**src/rtl/serial_mod5_tx.sv**
```systemverilog
// serial_mod5_tx
// LSB-first serializer that also tracks the running value mod 5 of the
// bits already sent. A transfer is started from IDLE by a load with a
// legal length. The FSM then walks SHIFT for one cycle per bit and
// spends a single DONE cycle before returning to IDLE.
// Every output comes straight from a register.

module serial_mod5_tx #(
    parameter int WIDTH = 10
) (
    input  logic             clk,
    input  logic             reset,
    input  logic             load,
    input  logic [WIDTH-1:0] data_in,
    input  logic [4:0]       len,
    output logic             ready,
    output logic             ser_out,
    output logic             ser_valid,
    output logic             done,
    output logic [2:0]       residue,
    output logic             err
);

    typedef enum logic [1:0] {
        IDLE,
        SHIFT,
        DONE
    } state_t;

    localparam logic [4:0] MaxLen = 5'(WIDTH);

    state_t           state_q;
    logic [WIDTH-1:0] shift_q;
    logic [4:0]       count_q;
    logic [2:0]       weight_q;
    logic             ready_q;
    logic             serOut_q;
    logic             serValid_q;
    logic             done_q;
    logic [2:0]       residue_q;
    logic             err_q;

    logic             lenOk_d;
    logic [3:0]       sum_d;
    logic [2:0]       residue_d;
    logic [2:0]       weight_d;
    logic [WIDTH-1:0] shift_d;

    assign ready     = ready_q;
    assign ser_out   = serOut_q;
    assign ser_valid = serValid_q;
    assign done      = done_q;
    assign residue   = residue_q;
    assign err       = err_q;

    // Next-value helpers: length legality, the mod-5 accumulation and the 2^k mod 5 weight step.
    always_comb begin
        lenOk_d   = (len != 5'd0) && (len <= MaxLen);
        // shift_q[0] is the bit currently shown on ser_out, so this adds ser_out*weight.
        // The sum is at most 4+4=8, so four bits hold it before the single subtract reduces it.
        sum_d     = {1'b0, residue_q} + (shift_q[0] ? {1'b0, weight_q} : 4'd0);
        residue_d = (sum_d >= 4'd5) ? 3'(sum_d - 4'd5) : sum_d[2:0];
        shift_d   = shift_q >> 1;
        weight_d  = 3'd1;
        case (weight_q)
            3'd1:    weight_d = 3'd2;
            3'd2:    weight_d = 3'd4;
            3'd4:    weight_d = 3'd3;
            3'd3:    weight_d = 3'd1;
            default: weight_d = 3'd1;
        endcase
    end

    // Main FSM with registered outputs. Reset wins over everything, including a simultaneous load.
    always_ff @(posedge clk) begin
        if (!reset) begin
            state_q    <= IDLE;
            shift_q    <= '0;
            count_q    <= 5'd0;
            weight_q   <= 3'd0;
            ready_q    <= 1'b1;
            serOut_q   <= 1'b0;
            serValid_q <= 1'b0;
            done_q     <= 1'b0;
            residue_q  <= 3'd0;
            err_q      <= 1'b0;
        end else begin
            done_q <= 1'b0;
            err_q  <= 1'b0;
            case (state_q)
                IDLE: begin
                    if (load) begin
                        if (lenOk_d) begin
                            shift_q    <= data_in;
                            count_q    <= len;
                            serOut_q   <= data_in[0];
                            serValid_q <= 1'b1;
                            residue_q  <= 3'd0;
                            weight_q   <= 3'd1;
                            ready_q    <= 1'b0;
                            state_q    <= SHIFT;
                        end else begin
                            err_q <= 1'b1;
                        end
                    end
                end
                SHIFT: begin
                    residue_q <= residue_d;
                    weight_q  <= weight_d;
                    shift_q   <= shift_d;
                    count_q   <= count_q - 5'd1;
                    if (count_q == 5'd1) begin
                        serOut_q   <= 1'b0;
                        serValid_q <= 1'b0;
                        done_q     <= 1'b1;
                        state_q    <= DONE;
                    end else begin
                        serOut_q <= shift_d[0];
                    end
                end
                DONE: begin
                    ready_q <= 1'b1;
                    state_q <= IDLE;
                end
                default: begin
                    serValid_q <= 1'b0;
                    serOut_q   <= 1'b0;
                    ready_q    <= 1'b1;
                    state_q    <= IDLE;
                end
            endcase
        end
    end

endmodule

```
**config.mk**
```make
export PLATFORM = sky130hd
export DESIGN_NAME = serial_mod5_tx
export DESIGN_NICKNAME = d
export VERILOG_FILES = /design/src/rtl/serial_mod5_tx.sv
export SDC_FILE = /design/constraint.sdc
export NUM_CORES = 1
export LEC_CHECK = 0
export BUFFER_PORTS_ARGS = -buffer_cell sky130_fd_sc_hd__buf_2
export CAP_MARGIN = 25
export CORE_ASPECT_RATIO = 0.75
export CORE_UTILIZATION = 50
export DETAILED_ROUTE_END_ITERATION = 8
export HOLD_SLACK_MARGIN = 0.05
export PLACE_DENSITY_LB_ADDON = 0.3
export SKIP_CTS_REPAIR_TIMING = 1
export SLEW_MARGIN = 30
export SYNTH_ARGS = -nofsm -noshare
export SYNTH_HDL_FRONTEND = slang
export SYNTH_SLANG_ARGS = --single-unit
```
**constraint.sdc**
```tcl
create_clock -name clk -period 2.76 [get_ports clk]
set_clock_uncertainty 0.05 [all_clocks]
set_input_delay 0.276 -clock clk [delete_from_list [all_inputs] [get_ports clk]]
set_output_delay 0.276 -clock clk [all_outputs]
set_load 0.01 [all_outputs]
```
Word-level counts from Yosys, hierarchy flattened
Cells that the tools add are included.
{"block": "totals", "wordCells": 69, "ff_bits": 28, "out_inout_bits": 8}
{"block": "op_classes", "n_reduce_logical": 11, "mux": 32, "n_lt_le_gt_ge": 2, "addsub": 3, "n_eq_ne": 9, "bitwise_logic": 2}
{"cell": "10-bit 2-to-1 mux", "count": 2}
{"cell": "10-bit one-hot mux with 2 select lines", "count": 1}
{"cell": "3-bit 2-to-1 mux", "count": 6}
{"cell": "3-bit AND reduction", "count": 5}
{"cell": "3-bit one-hot mux with 2 select lines", "count": 2}
{"cell": "1-bit 2-to-1 mux", "count": 10}
{"cell": "5-bit 2-to-1 mux", "count": 2}
{"cell": "5-bit one-hot mux with 2 select lines", "count": 1}
{"cell": "3-bit one-hot mux with 3 select lines", "count": 1}
{"cell": "2-bit 2-to-1 mux", "count": 3}
{"cell": "2-bit inequality test (second input constant)", "count": 3}
{"cell": "1-bit one-hot mux with 3 select lines", "count": 2}
{"cell": "5-bit by 1-bit equality test with 1-bit output (second input constant)", "count": 1}
{"cell": "5-bit by 4-bit less-or-equal comparator with 1-bit output (second input constant)", "count": 1}
{"cell": "5-bit nonzero test", "count": 1}
{"cell": "5-bit by 1-bit subtractor with 5-bit output (second input constant)", "count": 1}
{"cell": "3-bit by 3-bit adder with 4-bit output", "count": 1}
{"cell": "4-bit by 3-bit greater-or-equal comparator with 1-bit output (second input constant)", "count": 1}
{"cell": "2-bit one-hot mux with 2 select lines", "count": 1}
{"cell": "4-bit AND reduction", "count": 1}
{"cell": "3-bit by 1-bit equality test with 1-bit output (second input constant)", "count": 1}
{"cell": "3-bit by 2-bit equality test with 1-bit output (second input constant)", "count": 1}
{"cell": "3-bit equality test (second input constant)", "count": 1}
{"cell": "3-bit subtractor (second input constant)", "count": 1}
{"cell": "8 further kinds", "count": 9}

Longest topological paths before layout
{"block": "depth", "ltp_word": 5, "depth_mapped": 9, "ltp_nobuf": 9}

Worst setup path before layout
No wires, ideal clock.
{"block": "synth_path", "kind": "register -> register", "startpoint": "reg weight_q[0]", "endpoint": "reg residue_q[0] (netlist: residue[0])", "path_slack_ns": 0.413, "n_path_buf": 0, "t_arrival_ns": 2.205, "path_stages_with_launch": 10, "path_cell_list": "dfxtp_1 > and2_1 > ha_1 > fa_1 > inv_1 > ha_1 > nand2b_1 > a221oi_1 > xnor2_1 > o32ai_1"}
{"block": "synth_via", "elab_chain_cells": 5, "word_cells_on_any_way": 6, "classes_between": "add/sub: 2; order compare: 1; mux: 3"}
{"item": "start: declaration", "line": "35", "text": "logic [2:0] weight_q;"}
{"item": "start signal: assignment", "line": "109", "text": "weight_q <= weight_d;"}
{"item": "3-bit 2-to-1 mux *", "line": "61", "text": "sum_d = {1'b0, residue_q} + (shift_q[0] ? {1'b0, weight_q} : 4'd0);"}
{"item": "3-bit by 3-bit adder with 4-bit output *", "line": "61"}
{"item": "4-bit by 3-bit greater-or-equal comparator with 1-bit output / 3-bit subtractor (equally long branches)", "line": "62", "text": "residue_d = (sum_d >= 4'd5) ? 3'(sum_d - 4'd5) : sum_d[2:0];"}
{"item": "3-bit 2-to-1 mux *", "line": "62"}
{"item": "3-bit one-hot mux with 2 select lines *", "line": "90", "text": "case (state_q)"}
{"item": "end signal: assignment", "line": "108", "text": "residue_q <= residue_d;"}
{"item": "end: declaration", "line": "40", "text": "logic [2:0] residue_q;"}
Every way passes the cells marked *; elsewhere a longest branch is shown, timed or not.
A chain may end at the register's enable or synchronous reset.

Worst setup path in the final report
Ends and elaborated chain as after synthesis.

==> metrics.txt <==
TritonCTS Buffers 3; #FFs+latches synth 28; worst hold path class input port to flip-flop; Synth-to-Final Area Change 11.9%; GRT Total Usage 0.249; CTS Buffer Depth 2; Mean Syn Cell Area 8.92 um2; # IOs 26; Root Driver clkbuf_8; total clock sinks 28; global-route wire length before repair 6240 um; DRT Pass-1 Iters 4; Final Wtd Congestion 0.829; initial antenna violation count 0; WL per Instance 16.3 um; status completed; syn_nets 201; switching portion of total power 0.279; Worst R2R End residue[0]; GRT overflow 0; Switching Power 235 uW; total number of vias 1440; Register Area 561 um2; Max-slew headroom 0.631; die height 50.4 um; Async S/R FF share, synth 0; reg2reg path depth 9; multi-input logic area 888 um2; P_int 607 uW; Mapped Area 1560 um2; worst r2r src weight_q[0]; Die Footprint 3350 um2; Synth Area in Simple Gates 0.175; combinational power share 0.202; Area after DPL 1700 um2; critical path data required time 2.88 ns; Slew Viols, Final 0; port bufs 25; Fin. Hold Viols 0; DRC 0; Peak VDD IR 327 uV; Slew @ Worst Pin 0.549 ns; Initial Util 0.528; share of cells above drive strength 1 0.228; Yosys Warn Count 0; htree depth 1; leakage dissipation 0.000700 uW; Final period util 0.925; RSZ-0062 raised after global routing false; Flop pwr share 0.549; Nets 225; Setup CP Type flip-flop to flip-flop; XOR/XNOR share of the synthesized area 0.0225; CP startpoint kind flip-flop; largest family of logic cells by synthesized area compound AO/OA/AOI/OAI gates; core area 2960 um2; Post-Synth Adder-Cell Area 0.0690; Syn Inst Count 175; share of the yosys chip area belonging to registers 0.359; Critical Path Sink Type flip-flop; maximum net fanout on the critical path 5; compound-cell area share of the yosys netlist 0.303; remaining antenna violation count after routing 0; crit path time final 2.55 ns; clk_lat worst skew 0.27 ns; fmax 0.392 GHz; EDFF count, synth 0; Fillers 253; setup tns final 0 ns; largest net degree at the start of global routing 26; clock network fraction of total power 0.250; vias in the first global route 1350; cell area power density 482 nW/um2; final setup fails 0; Final Cell Area 1750 um2; crit path launch weight_q[0]; CTS tree built; post-DP HPWL 2740 um; Top FF cell, synth dfxtp_1; R2R Setup Slk 0.21 ns; row count 17; n_diodes 0; post-synthesis cell type count 48; vias per cell 6.13; Die W 66.5 um; max capacitance violation total 0; clock slew seen by the registers of the worst setup and hold paths 0.08 ns; Worst Path Arrival 2.68 ns; WL final 3840 um; multiplexer share of the synthesized area 0; crit path to residue[0]; initial DRC count 75; Power Total 842 uW
==> worst min-delay path by stage <==
stage / startpoint / end / slack [ns] / cells after the start
3_3_place_gp: ready / ready / 0.40 / 2
3_5_place_dp: shift_q[7] / shift_q[6] / 0.44 / 2
4_1_cts: data_in[4] / shift_q[4] / 0.23 / 3
5_1_grt: data_in[2] / shift_q[2] / 0.23 / 3
2_1_floorplan: data_in[1] / shift_q[1] / 0.39 / 2
6_report: data_in[4] / shift_q[4] / 0.23 / 3
==> logic make-up (layout without fill, tap and decap cells) <==
logic type,Yosys count,count (layout)
AO/OA/AOI/OAI,60,60
AND/OR/NAND/NOR,54,54
flip-flops,28,28
buffers and inverters,21,43
adder cells (fa/ha/maj),8,8
XOR/XNOR,4,4
==> worst max-delay path, stage by stage (launching register included) <==
cell,delay (ns)
dfxtp_1,0.36
and2_1,0.18
ha_1,0.22
fa_1,0.52
inv_1,0.07
ha_1,0.19
nand2b_1,0.13
a221oi_1,0.41
xnor2_1,0.11
o32ai_1,0.22
==> per-stage QoR <==
stage               setup WS (ns)  cells  hold WS (ns)   util
floorplan                   0.413    175         0.394      -
global placement            0.350    232         0.401  0.576
detailed placement          0.265    232         0.440  0.576
CTS                         0.225    235         0.225  0.590
global route               0.0595    235         0.228  0.590
finish                      0.208    235         0.230  0.590
==> state kept, by name (all words and copies together) (netlist names) <==
name / flops
shift_q: 10
count_q: 5
residue: 3
weight_q: 3
state_q: 2
done: 1
err: 1
ready: 1
ser_out: 1
ser_valid: 1
==> cell usage after synthesis, drive strengths merged (2+ instances only) <==
cell type	n	share of area
a211oi	12	0.058
a21o	2	0.0096
a21oi	9	0.029
a311oi	8	0.049
a31oi	2	0.0080
and2	4	0.016
buf	5	0.024
clkbuf	8	0.028
dfxtp	28	0.36
ha	7	0.056
inv	7	0.017
nand2	25	0.060
nand2b	2	0.0080
nand3	6	0.019
nand4	2	0.0080
nor2	3	0.0072
nor3	3	0.0096
nor4	3	0.016
o211ai	6	0.029
o21ai	6	0.022
o221a	3	0.022
or4b	2	0.013
xor2	3	0.017
==> routing by layer <==
layer,global-route usage,vias up,wire length (um)
met2,0.413,43,1820
met4,0.0674,0,16
met5,0,-,0
met3,0.0409,2,227
met1,0.333,695,1770
li1,-,700,-
==> power by group through the flow <==
stage | clock network (uW) | registers, uW | logic, uW
3_3_place_gp | 0 | 468 | 159
6_report | 210 | 462 | 170
4_1_cts | 220 | 461 | 168
3_5_place_dp | 0 | 471 | 167
5_1_grt | 228 | 467 | 187
2_1_floorplan | 0 | 465 | 120
==> final cells by class <==
class	instances	share of cell area
multi-input combinational	126	0.509
tap	38	0.0272
timing repair buffer	32	0.102
clock buffer	3	0.0237
sequential	28	0.321
inverter	8	0.0172
==> cell usage in the layout (no fill, tap or decap), types with 4 or more instances in the layout <==
cell,count
ha_1,7
a211oi_1,12
a311oi_1,7
nand2_1,25
buf_4,7
and2_1,4
a21oi_1,9
nand3_1,6
dfxtp_1,28
buf_2,25
o211ai_1,6
inv_1,7
o21ai_0,5
Power figures use the tool's default switching activity.
